## src/rtl/call_scheduler.sv

```systemverilog
// call_scheduler: floor-call button conditioning, pending-call latch and
// directional (SCAN-style) target selection for the movement controller.
module call_scheduler #(
    parameter int unsigned DEBOUNCE_CYCLES = 4
) (
    input  logic       clk,
    input  logic       reset,
    input  logic       button1,
    input  logic       button2,
    input  logic       button3,
    input  logic       floor1,
    input  logic       floor2,
    input  logic       floor3,
    input  logic       door,
    input  logic       sos_mode,
    output logic       led1,
    output logic       led2,
    output logic       led3,
    output logic [1:0] target_floor,
    output logic       target_valid,
    output logic       dir_up,
    output logic       dir_down
);

    localparam int unsigned N_FLOORS = 3;
    localparam int unsigned CNT_W    = 8;
    localparam int unsigned FLOOR_W  = 2;
    localparam logic [CNT_W-1:0] CNT_LAST = CNT_W'(DEBOUNCE_CYCLES - 1);

    typedef enum logic [1:0] {
        IDLE = 2'd0,
        UP   = 2'd1,
        DOWN = 2'd2
    } state_t;

    logic [N_FLOORS-1:0] raw;
    logic [N_FLOORS-1:0] sync1;
    logic [N_FLOORS-1:0] sync2;
    logic [N_FLOORS-1:0] deb;
    logic [N_FLOORS-1:0] deb_d;
    logic [N_FLOORS-1:0] press;
    logic [N_FLOORS-1:0] pending;
    logic [CNT_W-1:0]    cnt [N_FLOORS];
    logic [FLOOR_W-1:0]  cur_floor;

    state_t              state;
    state_t              nxt_state;
    logic [FLOOR_W-1:0]  nxt_target;
    logic                nxt_valid;

    logic [FLOOR_W-1:0]  low_above;
    logic [FLOOR_W-1:0]  high_below;
    logic                any_above;
    logic                any_below;
    logic                at_cur;
    logic [FLOOR_W-1:0]  dist_up;
    logic [FLOOR_W-1:0]  dist_down;

    assign raw = {button3, button2, button1};

    // Two-flop synchroniser, stability-count debounce and registered press pulse
    always_ff @(posedge clk) begin
        if (reset) begin
            sync1 <= '0;
            sync2 <= '0;
            deb   <= '0;
            deb_d <= '0;
            press <= '0;
            for (int i = 0; i < int'(N_FLOORS); i++) begin
                cnt[i] <= '0;
            end
        end else begin
            sync1 <= raw;
            sync2 <= sync1;
            deb_d <= deb;
            press <= deb & ~deb_d;
            for (int i = 0; i < int'(N_FLOORS); i++) begin
                if (sync2[i] == deb[i]) begin
                    cnt[i] <= '0;
                end else if (cnt[i] == CNT_LAST) begin
                    deb[i] <= ~deb[i];
                    cnt[i] <= '0;
                end else begin
                    cnt[i] <= cnt[i] + CNT_W'(1);
                end
            end
        end
    end

    // Track the car position; ambiguous indicator patterns hold the last floor
    always_ff @(posedge clk) begin
        if (reset) begin
            cur_floor <= FLOOR_W'(1);
        end else begin
            case ({floor3, floor2, floor1})
                3'b001:  cur_floor <= FLOOR_W'(1);
                3'b010:  cur_floor <= FLOOR_W'(2);
                3'b100:  cur_floor <= FLOOR_W'(3);
                default: cur_floor <= cur_floor;
            endcase
        end
    end

    // Pending-call latch: SOS flush, then serve-at-floor clear, then press set
    always_ff @(posedge clk) begin
        if (reset || sos_mode) begin
            pending <= '0;
        end else begin
            for (int i = 0; i < int'(N_FLOORS); i++) begin
                if (door && (cur_floor == FLOOR_W'(i + 1))) begin
                    pending[i] <= 1'b0;
                end else if (press[i]) begin
                    pending[i] <= 1'b1;
                end
            end
        end
    end

    assign led1 = pending[0];
    assign led2 = pending[1];
    assign led3 = pending[2];

    // Nearest pending call above and below the car, and call at the car
    always_comb begin
        low_above  = '0;
        high_below = '0;
        any_above  = 1'b0;
        any_below  = 1'b0;
        at_cur     = 1'b0;
        for (int i = 0; i < int'(N_FLOORS); i++) begin
            if (pending[i]) begin
                if ((FLOOR_W'(i + 1) > cur_floor) && !any_above) begin
                    low_above = FLOOR_W'(i + 1);
                    any_above = 1'b1;
                end
                if (FLOOR_W'(i + 1) < cur_floor) begin
                    high_below = FLOOR_W'(i + 1);
                    any_below  = 1'b1;
                end
                if (FLOOR_W'(i + 1) == cur_floor) begin
                    at_cur = 1'b1;
                end
            end
        end
        dist_up   = low_above - cur_floor;
        dist_down = cur_floor - high_below;
    end

    // Sweep decision: keep direction while calls remain ahead, else reverse or idle
    always_comb begin
        nxt_state  = state;
        nxt_target = '0;
        nxt_valid  = 1'b0;
        case (state)
            IDLE: begin
                if (any_above && (!any_below || (dist_up <= dist_down))) begin
                    nxt_state  = UP;
                    nxt_target = low_above;
                    nxt_valid  = 1'b1;
                end else if (any_below) begin
                    nxt_state  = DOWN;
                    nxt_target = high_below;
                    nxt_valid  = 1'b1;
                end else if (at_cur) begin
                    nxt_target = cur_floor;
                    nxt_valid  = 1'b1;
                end
            end
            UP: begin
                if (any_above) begin
                    nxt_target = low_above;
                    nxt_valid  = 1'b1;
                end else if (at_cur) begin
                    nxt_target = cur_floor;
                    nxt_valid  = 1'b1;
                end else if (any_below) begin
                    nxt_state  = DOWN;
                    nxt_target = high_below;
                    nxt_valid  = 1'b1;
                end else begin
                    nxt_state  = IDLE;
                end
            end
            DOWN: begin
                if (any_below) begin
                    nxt_target = high_below;
                    nxt_valid  = 1'b1;
                end else if (at_cur) begin
                    nxt_target = cur_floor;
                    nxt_valid  = 1'b1;
                end else if (any_above) begin
                    nxt_state  = UP;
                    nxt_target = low_above;
                    nxt_valid  = 1'b1;
                end else begin
                    nxt_state  = IDLE;
                end
            end
            default: nxt_state = IDLE;
        endcase
    end

    // Scheduler state and registered target/direction outputs
    always_ff @(posedge clk) begin
        if (reset || sos_mode) begin
            state        <= IDLE;
            target_floor <= '0;
            target_valid <= 1'b0;
            dir_up       <= 1'b0;
            dir_down     <= 1'b0;
        end else begin
            state        <= nxt_state;
            target_floor <= nxt_target;
            target_valid <= nxt_valid;
            dir_up       <= (nxt_state == UP);
            dir_down     <= (nxt_state == DOWN);
        end
    end

endmodule

```

## config.mk

```make
export PLATFORM = sky130hd
export DESIGN_NAME = call_scheduler
export DESIGN_NICKNAME = d
export VERILOG_FILES = /design/src/rtl/call_scheduler.sv
export SDC_FILE = /design/constraint.sdc
export NUM_CORES = 1
export LEC_CHECK = 0
export CAP_MARGIN = 15
export CELL_PAD_IN_SITES_DETAIL_PLACEMENT = 0
export CELL_PAD_IN_SITES_GLOBAL_PLACEMENT = 1
export CORE_UTILIZATION = 45
export CTS_BUF_LIST = sky130_fd_sc_hd__clkbuf_8
export CTS_CLUSTER_DIAMETER = 100
export DETAILED_ROUTE_END_ITERATION = 8
export HOLD_SLACK_MARGIN = 0.12
export MAX_ROUTING_LAYER = met4
export PLACE_DENSITY_LB_ADDON = 0.2
export SYNTH_ARGS = -nofsm -noshare
export SYNTH_HDL_FRONTEND = slang
export SYNTH_SLANG_ARGS = --single-unit
```

## constraint.sdc

```tcl
create_clock -name clk -period 3.93 [get_ports clk]
set_input_delay 1.179 -clock clk [delete_from_list [all_inputs] [get_ports clk]]
set_output_delay 1.179 -clock clk [all_outputs]
set_load 0.05 [all_outputs]
```

Word-level counts from Yosys, hierarchy flattened:

Memory sizes are Yosys's and may differ from the RTL's.
Cells that the tools add are included.

* register bits: 27
* RAM bits: 24
* bits of input ports: 10
* output and inout bits: 8
* word-level logic and storage cells: 188
* memories: 1

Memories
* cnt: words 3, width 8, rd ports 3, clocked after memory_dff 0, write ports 3, RTL line 43 `logic [CNT_W-1:0] cnt [N_FLOORS];`

* add/sub/neg operators: 5
* $lt $le $gt $ge: 7
* equal/unequal tests: 19
* muxes and demuxes: 104
* bitwise logic cells: 17
* reductions and logical operators: 19

Operators by type and width (number)
* $mux W8: 9
* $mux W1: 67
* $mux W2: 24
* $add A8 B1 Y8 const B: 3
* $eq A8 B2 Y1 const B: 3
* $pmux W2 S3: 3
* $or A1 B1 Y1: 9
* $eq A2 B2 Y1 const B: 4
* $eq A2 B1 Y1 const B: 3
* $logic_and A1 B1 Y1: 6
* $not A1 Y1: 6
* $reduce_and A2 Y1: 3
* $reduce_or A2 Y1: 3
* $eq A2 B2 Y1 const A: 2
* $gt A2 B2 Y1 const A: 2
* $lt A2 B2 Y1 const A: 2
* $sub A2 B2 Y2: 2
* $and A3 B3 Y3: 1
* $eq A1 B1 Y1: 3
* $eq A3 B1 Y1 const B: 1
* $eq A3 B2 Y1 const B: 1
* $eq A3 B3 Y1 const B: 1
* $logic_not A1 Y1: 3
* $not A3 Y3: 1
* other kinds (8): 9

Depth between registers and ports, before layout:

Gate-level depths: netlist (run 1).

* depth after elaboration: 18
* depth in mapped cells: 12
* depth with buffers taken out: 12

Worst setup path before layout (run 1):

OpenSTA, ideal clock, no wires.

* path type: register to register
* start point: register pending[1]
* end point: register dir_up
* library setup time: 0.121 ns
* arrival time: 2.730 ns
* data required time: 3.809 ns
* path slack: 1.079 ns
* stages on the path, launching flop included: 12
* path buffers: 1
* clock period less this slack: 2.851 ns
* cells stage by stage: dfxtp_1 clkbuf_1 nand2_1 and3_1 ha_1 xor2_1 ha_1 nor2b_1 o21ai_0 o311ai_1 a2bb2oi_1 a21oi_1

* cells in the longest elaborated chain, start to end: 12
* elaborated cells on any way between the ends: 33
* classes of those cells: 2 x add/sub; 1 x order compare; 1 x eq/ne; 24 x mux; 5 x reduce/logical

RTL lines
* start, declared: RTL line 42 `logic [N_FLOORS-1:0] pending;`
* start signal, assigned: RTL line 107 `pending <= '0;`
* start signal, assigned by index: RTL line 111 `pending[i] <= 1'b0;`
* start signal, assigned by index: RTL line 113 `pending[i] <= 1'b1;`
* $mux W1: RTL line 131 `if (pending[i]) begin`
* $logic_not A1 Y1: RTL line 132 `if ((FLOOR_W'(i + 1) > cur_floor) && !any_above) begin`
* $logic_and A1 B1 Y1: RTL line 132
* $mux W2: RTL line 132
* $mux W2: RTL line 131
* $sub A2 B2 Y2: RTL line 145 `dist_up = low_above - cur_floor;`
* $le A2 B2 Y1: RTL line 156 `if (any_above && (!any_below || (dist_up <= dist_down))) begin`
* $logic_or A1 B1 Y1: RTL line 156
* $logic_and A1 B1 Y1: RTL line 156
* $mux W2: RTL line 156
* $pmux W2 S3 *: RTL line 154 `case (state)`
* $eq A2 B1 Y1 *: RTL line 215 `dir_up <= (nxt_state == UP);`
* end signal, assigned: RTL line 215
* end, declared: RTL line 21 `output logic dir_up,`

Mark *: on every way between the ends. The rest lies on a longest branch, timed or not.
A chain may end at the register's enable or synchronous reset.

Final worst setup path (run 1):

* start point: register pending[1]
* end point: output led2

RTL lines
* end, declared: RTL line 17 `output logic led2,`

No word-level cell between the ends.

==> metrics, run 1 <==
outcome=finished, final reports clean; Core Rows=26; P_leak=about 1.1 nW; first-pass GRT wire length=about 7.4 mm; ANT nets after route=0; CTS buffer count=5; Syn Area/Cell=between 9 and 10 um2; critical path endpoint category=output port; initial detailed-routing violation count=between 100 and 150; Die Ht=between 70 and 80 um; All-Layer GR Usage=between 10% and 20%; Skew-Pair Late Insertion Delay=approximately 0.29 ns; Fin Setup TNS=0 ns; metal2 WL=1.990 mm; CP Launch Type=flip-flop; Hold Buf Count CTS=0; Tightest Hold Check Type=reg -> reg; synthesized flop and latch total=just over 50; Synth Warn #=0; via count=~1800; count leader, synth=nor2_1; PostCTS Resize Cnt=0; die area=roughly 0.006 mm2; slowest library cell on the worst path=clkdlybuf4s50_1; Top Metal Used=met4; post-synthesis sequential area ratio=50.43%; CTS sink cnt=51; share of cells above drive strength 1=between 5 and 6%; Crit Path Category=reg -> out; Fin. Hold Viols=0; skew final=between 0.003 and 0.004 ns; met1 WL=a little over 2 mm; fmax=roughly 330 MHz; synth unique cells=42; largest net degree at the start of global routing=20; Period minus WS final=between 3 and 4 ns; Post-synth EDFFs=24; n_diodes=0; Synth area leaders=edfxtp_1 (29%), dfxtp_1 (22%), xor2_1 (6.0%); area growth from synthesis to layout=15.46%; CP arrival=roughly 1.9 ns; Initial Util=between 40% and 50%; CP Cell Sequence=clkdlybuf4s50_1; fin crit share=between 70 and 80%; postcts setup bufs=0; Max Cap Violations=0; vias per cell=5.027; Worst-Margin Slew=roughly 0.53 ns; Rel. slew slack=between 60% and 70%; met3 WL=between 150 and 200 um; placed insts=359; non-filler cells, final=367; Final Slew Violations=0; vias in the first global route=about 1600; Pre-Repair DR Iteration Count=4; CP Data Required Time=2.75 ns; Synth top cells by count=nor2_1 (34), dfxtp_1 (27), edfxtp_1 (24), nand3_1 (21), a21oi_1 (19); Post-Synthesis Cell Area=about 0.0025 mm2; Root Driver=clkbuf_8; Yosys top cell by area=edfxtp_1; DRC=0; CP Max Fanout=16; gr ovfl total=0; drt wl/cell=approximately 11 um; WP buf/inv=1; register clock-pin slew on the reported worst setup and hold paths=~0.090 ns; Peak VDD IR=approximately 0.00027 V; Placer Congestion=0.8786; Core ar.=between 0.005 and 0.006 mm2; Port Buf Inserts=17; final setup fails=0; Yosys top cell area share=28.81%; HPWL after detailed placement=approximately 3.0 mm; Clock Path Buffers=2; I/O pins=18; Die W=around 77 um; Final nets=about 310; FFs w/ async S/R, synth=0%; top_reg_cell synth=dfxtp_1; initial antenna violation count=0; WL final=approximately 4.2 mm; Power Density=~330 mW/mm2; Max stage delay on crit path=a little over 0.9 ns; H-tree depth=2; CTS tree=built; RSZ-0062 raised after global routing=false; Cells after Synth=between 200 and 300; cell family with most CP delay=buffers and inverters
[layout make-up]
| type | count | area, um2 |
|---|---|---|
| clock buffers | 5 | 68.82 |
| multi-input cells | 213 | 1250 |
| repair buffers | 18 | 177.7 |
| flip-flops and latches | 51 | 1261 |
| well taps | 70 | 87.58 |
| fillers | 492 | 2350 |
| inverters | 7 | 26.28 |
| clock inverters | 3 | 16.27 |
[sequential cells by signal, summed over array words and instances, names as in the netlist]
register	flops
press	3
deb_d	3
cur_floor	2
target_floor	2
state	2
cnt	24
deb	3
dir_up	1
pending	3
sync2	3
sync1	3
target_valid	1
dir_down	1
[report_power, final]
part / internal [W] / total [W] / switching (W)
registers: 0.000570 / 0.000588 / 0.0000174
clock network: 0.000122 / 0.000287 / 0.000165
logic: 0.0000301 / 0.0000645 / 0.0000343
[per-layer routing]
metal	global-route usage, %	up-vias
li1	-	962
met1	21.66	844
met2	24.05	35
met3	3.713	4
met4	6.346	0
met5	-	-
[placed cells by master, fill, tap and decap left out, drive strengths merged, types with 3 or more instances in the layout]
cell type	count
xnor2	7
nor2	34
ha	7
nor3	4
nand2b	3
nor4b	3
xor2	17
conb	24
dfxtp	27
a21oi	20
clkbuf	5
o21ai	12
nor2b	9
and3	10
nand2	15
nand3	21
inv	8
clkdlybuf4s50	17
and2b	4
edfxtp	24
[final timing paths]
kind,from,end,slack (ns),cells past startpoint
min,deb_d[2]$_SDFF_PP0_,press[2]$_SDFF_PP0_,0.38,1
max,pending[1]$_SDFFE_PP0P_,led2,0.89,1
max reg2reg,cur_floor[1]$_SDFFE_PP0P_,dir_up$_SDFF_PP0_,0.89,12
min reg2reg,deb_d[2]$_SDFF_PP0_,press[2]$_SDFF_PP0_,0.38,1
[kinds of logic after synthesis]
family	Yosys count	synth area share (%)
xor+xnor	24	8.404
mux	3	1.251
flops	51	50.43
fa+ha+maj	7	3.502
buf+inv	16	3.051
simple gates	111	22.31
other cells	1	0.1499
compound gates	44	10.91
[through the flow]
stage / cell area (um2) / power (W) / utilization, % / setup WS (ns) / hold WS [ns]
CTS: 2888 / 0.0009551 / 55.14 / 0.8733 / 0.3771
floorplan: 2587 / 0.0006415 / - / 1.079 / 0.3674
global route: 2888 / 0.0009942 / 55.14 / 0.4756 / 0.4027
detailed placement: 2803 / 0.0006638 / 53.51 / 0.9084 / 0.3734
global placement: 2803 / 0.0006628 / 53.51 / 0.9987 / 0.3711
finish: 2888 / 0.0009389 / 55.14 / 0.8851 / 0.3800
Power figures use the tool's default switching activity.
==> run 2, diff against run 1 <==
Clock period 3.93 ns to 3 ns, I/O delays scaled along.
==> metrics, run 2 (synthesized netlist as in run 1, its figures left out) <==
initial antenna violation count=0; Crit Path Category=reg -> out; Core Rows=26; critical path endpoint category=output port; DRC=0; Psw=~0.00028 W; Port Buf Inserts=17; Top Metal Used=met4; Peak VDD IR=0.0002996 V; Critical Path Sink=led2; most common cell after layout, fill and taps aside=nor2_1; I/O pins=18; Rel. slew slack=66.74%; non-filler cells, final=between 300 and 400; share of cells above drive strength 1=5.351%; CTS sink cnt=51; Placer Congestion=about 0.86; initial detailed-routing violation count=53; power share of the clock group=34.8%; ANT nets after route=0; final setup fails=0; Clock Path Buffers=2; CP Max Fanout=10; CP Launch Type=flip-flop; Period minus WS final=around 2.7 ns; P_leak=1.105 nW; via count=between 1500 and 2000; fin crit share=between 80% and 90%; CP arrival=around 1.8 ns; H-tree depth=2; CP Data Required Time=~2.1 ns; worst r2r src=pending[0]$_SDFFE_PP0P_; first-pass GRT wire length=between 7 and 8 mm; Die Ht=roughly 77 um; Critical path origin=pending[1]$_SDFFE_PP0P_; met1 WL=between 2 and 2.5 mm; Fin. Hold Viols=0; Largest Register=cnt; Root Driver=clkbuf_8; Sequential Power Share=around 60%; Power Density=448.6 mW/mm2; Core ar.=roughly 0.0052 mm2; r2r setup slk=about 0.38 ns; die area=~0.0059 mm2; gr ovfl total=0; RSZ-0062 raised after global routing=false; largest net degree at the start of global routing=19; Die W=roughly 77 um; Fin Setup TNS=0 ns; met3 WL=around 150 um; Tightest Hold Check Type=reg -> reg; fmax=roughly 380 MHz; outcome=finished, final reports clean; number of flip-flops under the largest register name=24; Skew-Pair Late Insertion Delay=~0.30 ns; Final nets=between 300 and 400; postcts setup bufs=0; layout filler cell count=around 470; WL final=around 4.2 mm; PostCTS Resize Cnt=0; vias in the first global route=1656; HPWL after detailed placement=3.022 mm; drt wl/cell=about 11 um; finished layout cell area=between 0.002 and 0.003 mm2; Post-DP Area=about 0.0028 mm2; skew final=slightly above 0.005 ns; placed insts=about 360; CTS buffer count=5; Pre-Repair DR Iteration Count=4; R2R Path End=state[0]$_SDFF_PP0_; vias per cell=5.014; Worst-Margin Slew=roughly 0.50 ns; internal power=between 0.001 and 0.0015 W; Initial Util=47.75%; switching fraction of total power=21.45%; n_diodes=0; CTS tree=built; Hold Buf Count CTS=0; metal2 WL=about 1.9 mm; area growth from synthesis to layout=16.91%; r2r worst-path depth=10; register clock-pin slew on the reported worst setup and hold paths=around 0.090 ns; Max Cap Violations=0; most frequent cells in the layout=nor2_1 (34), dfxtp_1 (27), edfxtp_1 (24), conb_1 (24), nand3_1 (21); Final Slew Violations=0; All-Layer GR Usage=16.21%; Comb power frac=6.8%
run 2: power groups by stage:
stage	Sequential (W)	Combinational, W	Clock, W
floorplan	0.000777	0.0000636	0
global placement	0.000781	0.0000885	0
detailed placement	0.000782	0.0000881	0
CTS	0.000766	0.0000888	0.000477
global route	0.000769	0.000102	0.000499
finish	0.000766	0.0000888	0.000457
run 2: worst min path at each step:
stage / end / cells after the start / slack, ns / start
after floorplan: press[0]$_SDFF_PP0_ / 1 / 0.37 / deb_d[0]$_SDFF_PP0_
after detailed placement: press[1]$_SDFF_PP0_ / 1 / 0.37 / deb_d[1]$_SDFF_PP0_
after CTS: press[1]$_SDFF_PP0_ / 1 / 0.38 / deb_d[1]$_SDFF_PP0_
final: press[1]$_SDFF_PP0_ / 1 / 0.38 / deb_d[1]$_SDFF_PP0_
after global placement: press[0]$_SDFF_PP0_ / 1 / 0.37 / deb_d[0]$_SDFF_PP0_
after global routing: press[1]$_SDFF_PP0_ / 1 / 0.39 / deb_d[1]$_SDFF_PP0_
run 2: worst max-delay path: stages (launching register included):
cell and delay [ns]:
dfxtp_1 0.44, buf_4 0.21, clkdlybuf4s50_1 0.81
run 2: metrics by stage:
step | util, % | hold WS [ns] | worst slack (ns) | total power [W]
final | 55.83 | 0.3767 | 0.3412 | 0.001312
after global routing | 55.83 | 0.3887 | 0.1519 | 0.001371
after CTS | 55.83 | 0.3790 | 0.3154 | 0.001331
after detailed placement | 53.80 | 0.3711 | 0.4196 | 0.0008702
after global placement | 53.80 | 0.3718 | 0.4470 | 0.0008700
after floorplan | - | 0.3674 | 0.1486 | 0.0008404
run 2: final cells by class:
cell class,instances,area (um2),share of cell area (%)
Multi-Input combinational cell,213,1250,42.75
Clock inverter,3,37.54,1.284
Timing Repair Buffer,20,192.7,6.590
Inverter,7,26.28,0.8986
Sequential cell,51,1261,43.13
Tap cell,70,87.58,2.995
Clock buffer,5,68.82,2.353
run 2: routing by layer:
metal,vias to the layer above,global-route usage (%)
li1,957,-
met1,849,20.44
met2,36,24.32
met3,8,3.713
met4,0,8.269
met5,-,-
==> run 3, diff against run 2 <==
Settings changed: PLACE_DENSITY_LB_ADDON 0.2 to 0.15, SKIP_LAST_GASP from default to 1.
==> metrics, run 3 (synthesized netlist as in run 1, its figures left out) <==
H-tree depth=2; gr ovfl total=0; Power Density=430.0 mW/mm2; DRC=0; Peak VDD IR=~0.00026 V; Core Rows=26; initial antenna violation count=0; Fin Setup TNS=0 ns; r2r setup slk=around 0.31 ns; Final Slew Violations=0; fmax=about 370 MHz; Period minus WS final=between 2 and 3 ns; Register Area=roughly 0.0013 mm2; WHS Path Cells=1; RSZ-0062 raised after global routing=false; placed insts=360; P_leak=between 1 and 1.5 nW; number of flip-flops under the largest register name=24; worst r2r src=cur_floor[0]$_SDFFE_PP1P_; layer with the highest usage=met2; final core area utilization=55.33%; Hold Path End=press[1]$_SDFF_PP0_; largest net degree at the start of global routing=19; r2r worst-path depth=11; CTS tree=built; Core ar.=roughly 0.0052 mm2; Tightest Hold Check Type=reg -> reg; Placer Congestion=approximately 0.86; CTS sink cnt=between 50 and 60; met1 Use GR=between 20% and 30%; hold_sp=deb_d[1]$_SDFF_PP0_; first-pass GRT wire length=7.652 mm; I/O pins=18; critical path endpoint category=output port; WL final=roughly 4.3 mm; Crit Path Category=reg -> out; Die Ht=approximately 77 um; R2R Path End=target_floor[1]$_SDFF_PP0_; non-filler cells, final=roughly 370; CP Launch Type=flip-flop; area growth from synthesis to layout=15.86%; CP arrival=between 1.5 and 2 ns; CTS buffer count=5; drt wl/cell=roughly 12 um; Fin. Hold Viols=0; ANT nets after route=0; CP Max Fanout=16; most common cell after layout, fill and taps aside=nor2_1; Die W=~77 um; Pre-Repair DR Iteration Count=4; outcome=finished, final reports clean; vias per cell=5.016; WP buf/inv=1; Overall Power=0.001246 W; final setup fails=0; share of cells above drive strength 1=roughly 5.7%; global-route track usage on met3=approximately 3.7%; Max stage delay on crit path=0.89 ns; slowest library cell on the worst path=clkdlybuf4s50_1; via count=roughly 1800; most frequent cells in the layout=nor2_1 (34), dfxtp_1 (27), edfxtp_1 (24), conb_1 (24), nand3_1 (21); HPWL after detailed placement=3.139 mm; All-Layer GR Usage=roughly 17%; n_diodes=0; Largest Register=cnt; Port Buf Inserts=17; Multi-input gate area=between 0.001 and 0.0015 mm2; Clock Path Buffers=2; Skew-Pair Late Insertion Delay=roughly 0.30 ns; Hold Buf Count CTS=0; cell family with most CP delay=buffers and inverters; postcts setup bufs=0; vias in the first global route=1718; initial detailed-routing violation count=between 80 and 90; Root Driver=clkbuf_8; layout filler cell count=between 400 and 500; register clock-pin slew on the reported worst setup and hold paths=0.09 ns; Final nets=between 300 and 400; fin crit share=around nine tenths; Max Cap Violations=0; PostCTS Resize Cnt=0; skew final=around 0.0056 ns; CP Data Required Time=roughly 2.1 ns; met2 Usage GRT=approximately 26%; die area=0.005860 mm2; Initial Util=a little under half; CP Cell Sequence=clkdlybuf4s50_1
run 3: where the power goes:
group          leakage, nW  internal (W)  switching (W)
Combinational        0.572     0.0000406      0.0000491
Sequential           0.467      0.000747      0.0000190
Clock               0.0483      0.000165       0.000226
run 3: metrics by stage:
| step | cell area (um2) | hold WS, ns | worst slack, ns |
|---|---|---|---|
| after floorplan | 2587 | 0.3674 | 0.1486 |
| after global placement | 2810 | 0.3717 | 0.3934 |
| after detailed placement | 2810 | 0.3748 | 0.3328 |
| after CTS | 2898 | 0.3870 | 0.2615 |
| after global routing | 2898 | 0.4039 | 0.02265 |
| final | 2898 | 0.3840 | 0.2804 |
run 3: worst max-delay path by stage:
| stage | from | endpoint | slack, ns | depth (start not counted) |
|---|---|---|---|---|
| 2_1_floorplan | pending[1]$_SDFFE_PP0P_ | dir_up$_SDFF_PP0_ | 0.15 | 11 |
| 3_3_place_gp | pending[1]$_SDFFE_PP0P_ | dir_up$_SDFF_PP0_ | 0.39 | 10 |
| 3_5_place_dp | pending[1]$_SDFFE_PP0P_ | state[0]$_SDFF_PP0_ | 0.33 | 10 |
| 4_1_cts | pending[1]$_SDFFE_PP0P_ | led2 | 0.26 | 1 |
| 5_1_grt | pending[1]$_SDFFE_PP0P_ | target_floor[1]$_SDFF_PP0_ | 0.02 | 11 |
| 6_report | pending[1]$_SDFFE_PP0P_ | led2 | 0.28 | 1 |
run 3: layout make-up:
class	count	share of cell area (%)
flip-flops and latches	51	43.52
repair buffers	19	6.390
clock buffers	5	2.375
multi-input cells	213	43.13
inverters	7	0.9067
well taps	70	3.022
clock inverters	3	0.6477
run 3: routing by layer:
| layer | share of wire [%] | wire length (um) | vias to the layer above |
|---|---|---|---|
| met1 | 49 | 2086 | 842 |
| met3 | 3.9 | 168 | 8 |
| met2 | 45 | 1908 | 35 |
| met4 | 2.2 | 93 | 0 |
| li1 | - | - | 961 |
| met5 | 0 | 0 | - |
